## config.mk

```make
export PLATFORM = sky130hd
export DESIGN_NAME = lab5_fetch_seq
export DESIGN_NICKNAME = d
export VERILOG_FILES = /design/src/rtl/lab5_fetch_seq.sv
export SDC_FILE = /design/constraint.sdc
export NUM_CORES = 1
export LEC_CHECK = 0
export BUFFER_PORTS_ARGS = -buffer_cell sky130_fd_sc_hd__buf_2
export CORE_ASPECT_RATIO = 0.75
export CORE_UTILIZATION = 28
export CTS_BUF_LIST = sky130_fd_sc_hd__clkbuf_4
export CTS_CLUSTER_DIAMETER = 40
export DETAILED_ROUTE_END_ITERATION = 12
export MAX_ROUTING_LAYER = met4
export PLACE_DENSITY_LB_ADDON = 0.08
export REMOVE_ABC_BUFFERS = 1
export SKIP_CTS_REPAIR_TIMING = 1
export SKIP_LAST_GASP = 1
export SLEW_MARGIN = 20
export SYNTH_ARGS = -nofsm -noshare
export SYNTH_HDL_FRONTEND = slang
export SYNTH_SLANG_ARGS = --single-unit
```

## constraint.sdc

```tcl
create_clock -name CLK -period 3.6 [get_ports CLK]
set_input_delay 0.72 -clock CLK [delete_from_list [all_inputs] [get_ports CLK]]
set_output_delay 0.72 -clock CLK [all_outputs]
set_load 0.005 [all_outputs]
```

## src/rtl/lab5_fetch_seq.sv

```systemverilog
// rtl/lab5_fetch_seq.sv - instruction fetch sequencer: PC, IR, branch resolution, halt, single-step
module lab5_fetch_seq #(
  parameter logic [7:0]  RESET_PC  = 8'h00,
  parameter logic [15:0] HALT_WORD = 16'h0001
) (
  input  logic        CLK,
  input  logic        RESET,
  input  logic        RUN,
  input  logic        STEP,
  input  logic        RS_EQ_RT,
  input  logic        RS_NEG,
  input  logic [15:0] Q,
  output logic [7:0]  ADDR,
  output logic [15:0] INSTR,
  output logic        INSTR_VALID,
  output logic [7:0]  PC_OUT,
  output logic        HALTED,
  output logic [15:0] ICOUNT
);

  typedef enum logic [1:0] {
    S_FETCH = 2'd0,
    S_EXEC  = 2'd1,
    S_PAUSE = 2'd2,
    S_HALT  = 2'd3
  } state_t;

  state_t      state_q, state_d;
  logic [7:0]  pc_q, pc_d;
  logic [15:0] instr_q, instr_d;
  logic [15:0] icount_q, icount_d;
  logic        step_prev_q, step_prev_d;

  logic        step_rise;
  logic        taken;
  logic [7:0]  next_pc;
  logic [7:0]  br_offset;
  logic [7:0]  br_target;

  // Word-granular imm6 becomes a signed byte offset: sign-extend then shift left by one.
  assign next_pc   = pc_q + 8'd2;
  assign br_offset = {instr_q[5], instr_q[5:0], 1'b0};
  assign br_target = next_pc + br_offset;
  assign step_rise = STEP & ~step_prev_q;

  always_comb begin
    taken = 1'b0;
    case (instr_q[15:12])
      4'b1000: taken = RS_EQ_RT;
      4'b1001: taken = ~RS_EQ_RT;
      4'b1010: taken = ~RS_NEG;
      4'b1011: taken = RS_NEG;
      default: taken = 1'b0;
    endcase
  end

  always_comb begin
    state_d     = state_q;
    pc_d        = pc_q;
    instr_d     = instr_q;
    icount_d    = icount_q;
    step_prev_d = STEP;
    case (state_q)
      S_FETCH: begin
        instr_d = Q;
        state_d = S_EXEC;
      end
      S_EXEC: begin
        if (icount_q != 16'hFFFF) begin
          icount_d = icount_q + 16'd1;
        end
        if (instr_q == HALT_WORD) begin
          state_d = S_HALT;
        end else begin
          pc_d    = (taken ? br_target : next_pc) & 8'hFE;
          state_d = RUN ? S_FETCH : S_PAUSE;
        end
      end
      // A step edge only counts here; edges in other states are dropped, not queued.
      S_PAUSE: begin
        if (RUN || step_rise) begin
          state_d = S_FETCH;
        end
      end
      S_HALT: begin
        step_prev_d = step_prev_q;
      end
      default: begin
        state_d = S_FETCH;
      end
    endcase
  end

  always_ff @(posedge CLK) begin
    if (RESET) begin
      state_q     <= S_FETCH;
      pc_q        <= RESET_PC & 8'hFE;
      instr_q     <= 16'h0000;
      icount_q    <= 16'h0000;
      step_prev_q <= 1'b0;
    end else begin
      state_q     <= state_d;
      pc_q        <= pc_d;
      instr_q     <= instr_d;
      icount_q    <= icount_d;
      step_prev_q <= step_prev_d;
    end
  end

  assign ADDR        = pc_q;
  assign PC_OUT      = pc_q;
  assign INSTR       = instr_q;
  assign INSTR_VALID = (state_q == S_EXEC);
  assign HALTED      = (state_q == S_HALT);
  assign ICOUNT      = icount_q;

endmodule

```

==> results.toml <==
[finish]
finish.net_count = 355
drive_gt1_share_pct = 25.9
layout.cell_area.non_filler_sq_um = 2750
fillers = 846
antennaDiodeCount = 0
syn2layout_area_growth_pct = 19.0

[timing]
timing.final.hold_violations = 0
finalMaxSlewViolations = 0
setup_tns_ps = 0
timing.max_slew.rel_slack_pct = 34.1
grt_setup_unrepaired = "false"
actual_slew_at_the_worst_max_slew_pin_ps = 989
final_setup_violation_count = 0
minimum_clock_period_ps = 2630
finClkSkew_ps = 13.8
fin_crit_sh_pct = 73.1
achievable-frequency_mhz = 380
postLayoutSetupSlackWorst_ps = 970

[worst_setup_path]
critical-path-slowest-cell = "sky130_fd_sc_hd__dfxtp_1"
worst-r2r-setup-slack_ps = 970
worstSetupEndpointType = "flip-flop"
r2r.worst_path.cells = 10
critical_path.n_buffers_inverters = 0
regToRegStartpoint = "ADDR[1]"
worst_setup_path_startpoint = "ADDR[1]"
critical_path.most_common_cell = "sky130_fd_sc_hd__ha_1"
critPathLaunchType = "flip-flop"
path_cells = "ha_1 > and3_2 > xor2_1 > ha_1 > o211ai_2 > a21oi_1 > or3_1 > a311o_1 > a21o_1 > a21oi_2"
cp_top_family = "compound AO/OA/AOI/OAI gates"
worstPathArrival_ps = 2920
crit_required_ps = 3890
timing.setup.critical_path_class = "flip-flop to flip-flop"
cpPeakStageDelay_ps = 450
path_max_fanout = 7
crit-reg2reg-capture = "ADDR[7]"

[floorplanning]
placeableCoreArea_sq_um = 7950
dieWidth_um = 107
ioPinCount = 72
dieHeight_um = 80.6
effective_utilization_at_floorplan_pct = 29.0
placement_rows = 28
area_enclosed_by_the_die_boundary_sq_um = 8610

[global_routing]
grt_antenna_before_repair = 0
grt_pass1_vias = 1696
globalRouteTotalUtil_pct = 14.2
grt_pass1_wl_mm = 9.14
grt_max_degree = 44
grt_overflow = 0

[route]
route.vias.total = 1962
route.detailed.drc = 0
via_per_inst = 4.62
drt_first_pass_iters = 8
detail-route-antenna-nets = 0
drt-total-wl_mm = 5.67
average_wire_length_per_cell_after_detail_routing_um = 13.3
drtIter0Drc = 47

[synth]
ys_types = 46
synth_async_sr_flop_share_pct = 0
share_of_the_yosys_chip_area_belonging_to_registers_pct = 36.4
syn_inst = 260
synth.ff_latch_count = 42
synth_area_per_cell_sq_um = 8.87
yosys_warnings = 0
synth_most_common_cell = "sky130_fd_sc_hd__nor2_1"
synth_largest_type_area_fraction_pct = 36.4
netlist.top_cell.by_area = "sky130_fd_sc_hd__dfxtp_1"
synth_top_cells_by_area = "sky130_fd_sc_hd__dfxtp_1 36%, sky130_fd_sc_hd__mux2i_1 8.7%, sky130_fd_sc_hd__nor2_1 7.2%, sky130_fd_sc_hd__ha_1 7.0%, sky130_fd_sc_hd__xor2_1 5.7%"
most_frequent_cells_after_synthesis = "44 x sky130_fd_sc_hd__nor2_1, 42 x sky130_fd_sc_hd__dfxtp_1, 20 x sky130_fd_sc_hd__mux2i_1"
ys.flop_type = "sky130_fd_sc_hd__dfxtp_1"
synth_edf_count = 0
synth.cell_area_sq_um = 2310

[hold_path]
worst_hold_startpoint = "step_prev_q"
hold_path_end = "step_prev_q"
min-delay-path-class = "flip-flop to flip-flop"
worstHoldPathCells = 2

[placement]
io_buffer_count = 69
post-dp-hpwl_mm = 4.22
gp_routability_congestion = 0.770
postPlaceCellArea_sq_um = 2660
pre_cts_setup_slack_ps = 998

[cts]
worstSkewPairLatency_ps = 350
clk_pin_slew_worst_paths_ps = 130
cts.htree.levels = 2
ctsRootBufferMaster = "sky130_fd_sc_hd__clkbuf_4"
clock_sinks = 42
clk_path_buf_depth = 2
cts_tree = "built"
numCtsBuffers = 5

[pwr]
cellLeakagePower_nw = 1.31
irDropWorstVdd_mv = 0.146
power.density_cell_area_nw_per_um2 = 379

[run_status]
run_status = "completed"

[run]
maxCapViolations = 0
flip-flops by register name (all words and copies together) (netlist names):
name	count
ICOUNT	16
INSTR	16
ADDR	7
state_q	2
step_prev_q	1
worst max-delay path by stage:
stage                   end  depth (start not counted)
floorplan           ADDR[7]                         10
global placement    ADDR[7]                         10
detailed placement  ADDR[7]                         10
CTS                 ADDR[7]                         10
global route        ADDR[7]                         10
finish              ADDR[7]                         10
tightest hold or removal path, stage by stage, from the launching register on:
cell	delay, ps
sky130_fd_sc_hd__dfxtp_1	340
sky130_fd_sc_hd__mux2i_1	70
sky130_fd_sc_hd__nor2_1	70
per-stage QoR:
stage                     std cells  hold WS [ps]  total power, W  util [%]
final                           425           513         0.00104      34.5
after global routing            425           552         0.00111      34.5
after CTS                       425           517         0.00106      34.5
after detailed placement        417           485        0.000731      33.5
after global placement          417           466        0.000732      33.5
after floorplan                 243           454        0.000648         -
kinds of logic (layout without fill, tap and decap cells):
kind of cell / after synthesis / after routing / synth area share, %
buffers and inverters: 26 / 85 / 6.72
adder cells (fa/ha/maj): 14 / 14 / 7.92
multiplexers: 20 / 20 / 8.68
other: 1 / 2 / 0.163
AND/OR/NAND/NOR: 100 / 100 / 21.3
XOR/XNOR: 22 / 22 / 8.35
AO/OA/AOI/OAI: 35 / 35 / 10.4
flip-flops: 42 / 42 / 36.4
per-layer routing:
| layer | track usage (%) | vias up | wire length [um] |
|---|---|---|---|
| met5 | - | - | 0 |
| met4 | 2.47 | 0 | 27 |
| met3 | 3.57 | 4 | 399 |
| met2 | 18.1 | 68 | 2090 |
| met1 | 21.8 | 876 | 3160 |
| li1 | - | 1014 | - |
where the power goes:
| group | switching [W] | internal, W | total [W] |
|---|---|---|---|
| clock | 0.000157 | 0.000163 | 0.000320 |
| sequential | 0.0000303 | 0.000490 | 0.000520 |
| combinational | 0.000107 | 0.0000931 | 0.000200 |
| total | 0.000294 | 0.000746 | 0.00104 |
cell type report:
type                            instances  area, sq um  area share (%)
Clock buffer                            7         52.6            1.91
Clock inverter                          1         30.0            1.09
Inverter                                8         30.0            1.09
Multi-Input combinational cell        193         1320            47.9
Sequential cell                        42          841            30.6
Tap cell                              105          131            4.79
Timing Repair Buffer                   69          345            12.6
placed cells by master, fill, tap and decap left out, types with 7 or more instances in the layout:
cell / count
sky130_fd_sc_hd__buf_2: 69
sky130_fd_sc_hd__nor2_1: 44
sky130_fd_sc_hd__dfxtp_1: 42
sky130_fd_sc_hd__mux2i_1: 20
sky130_fd_sc_hd__xor2_1: 15
sky130_fd_sc_hd__ha_1: 13
sky130_fd_sc_hd__nand2_1: 10
sky130_fd_sc_hd__nand3_1: 9
sky130_fd_sc_hd__nand4_1: 9
sky130_fd_sc_hd__a21oi_1: 9
sky130_fd_sc_hd__inv_1: 8
sky130_fd_sc_hd__xnor2_1: 7
sky130_fd_sc_hd__clkbuf_4: 7
No activity file was read; power rests on OpenSTA's default activity.
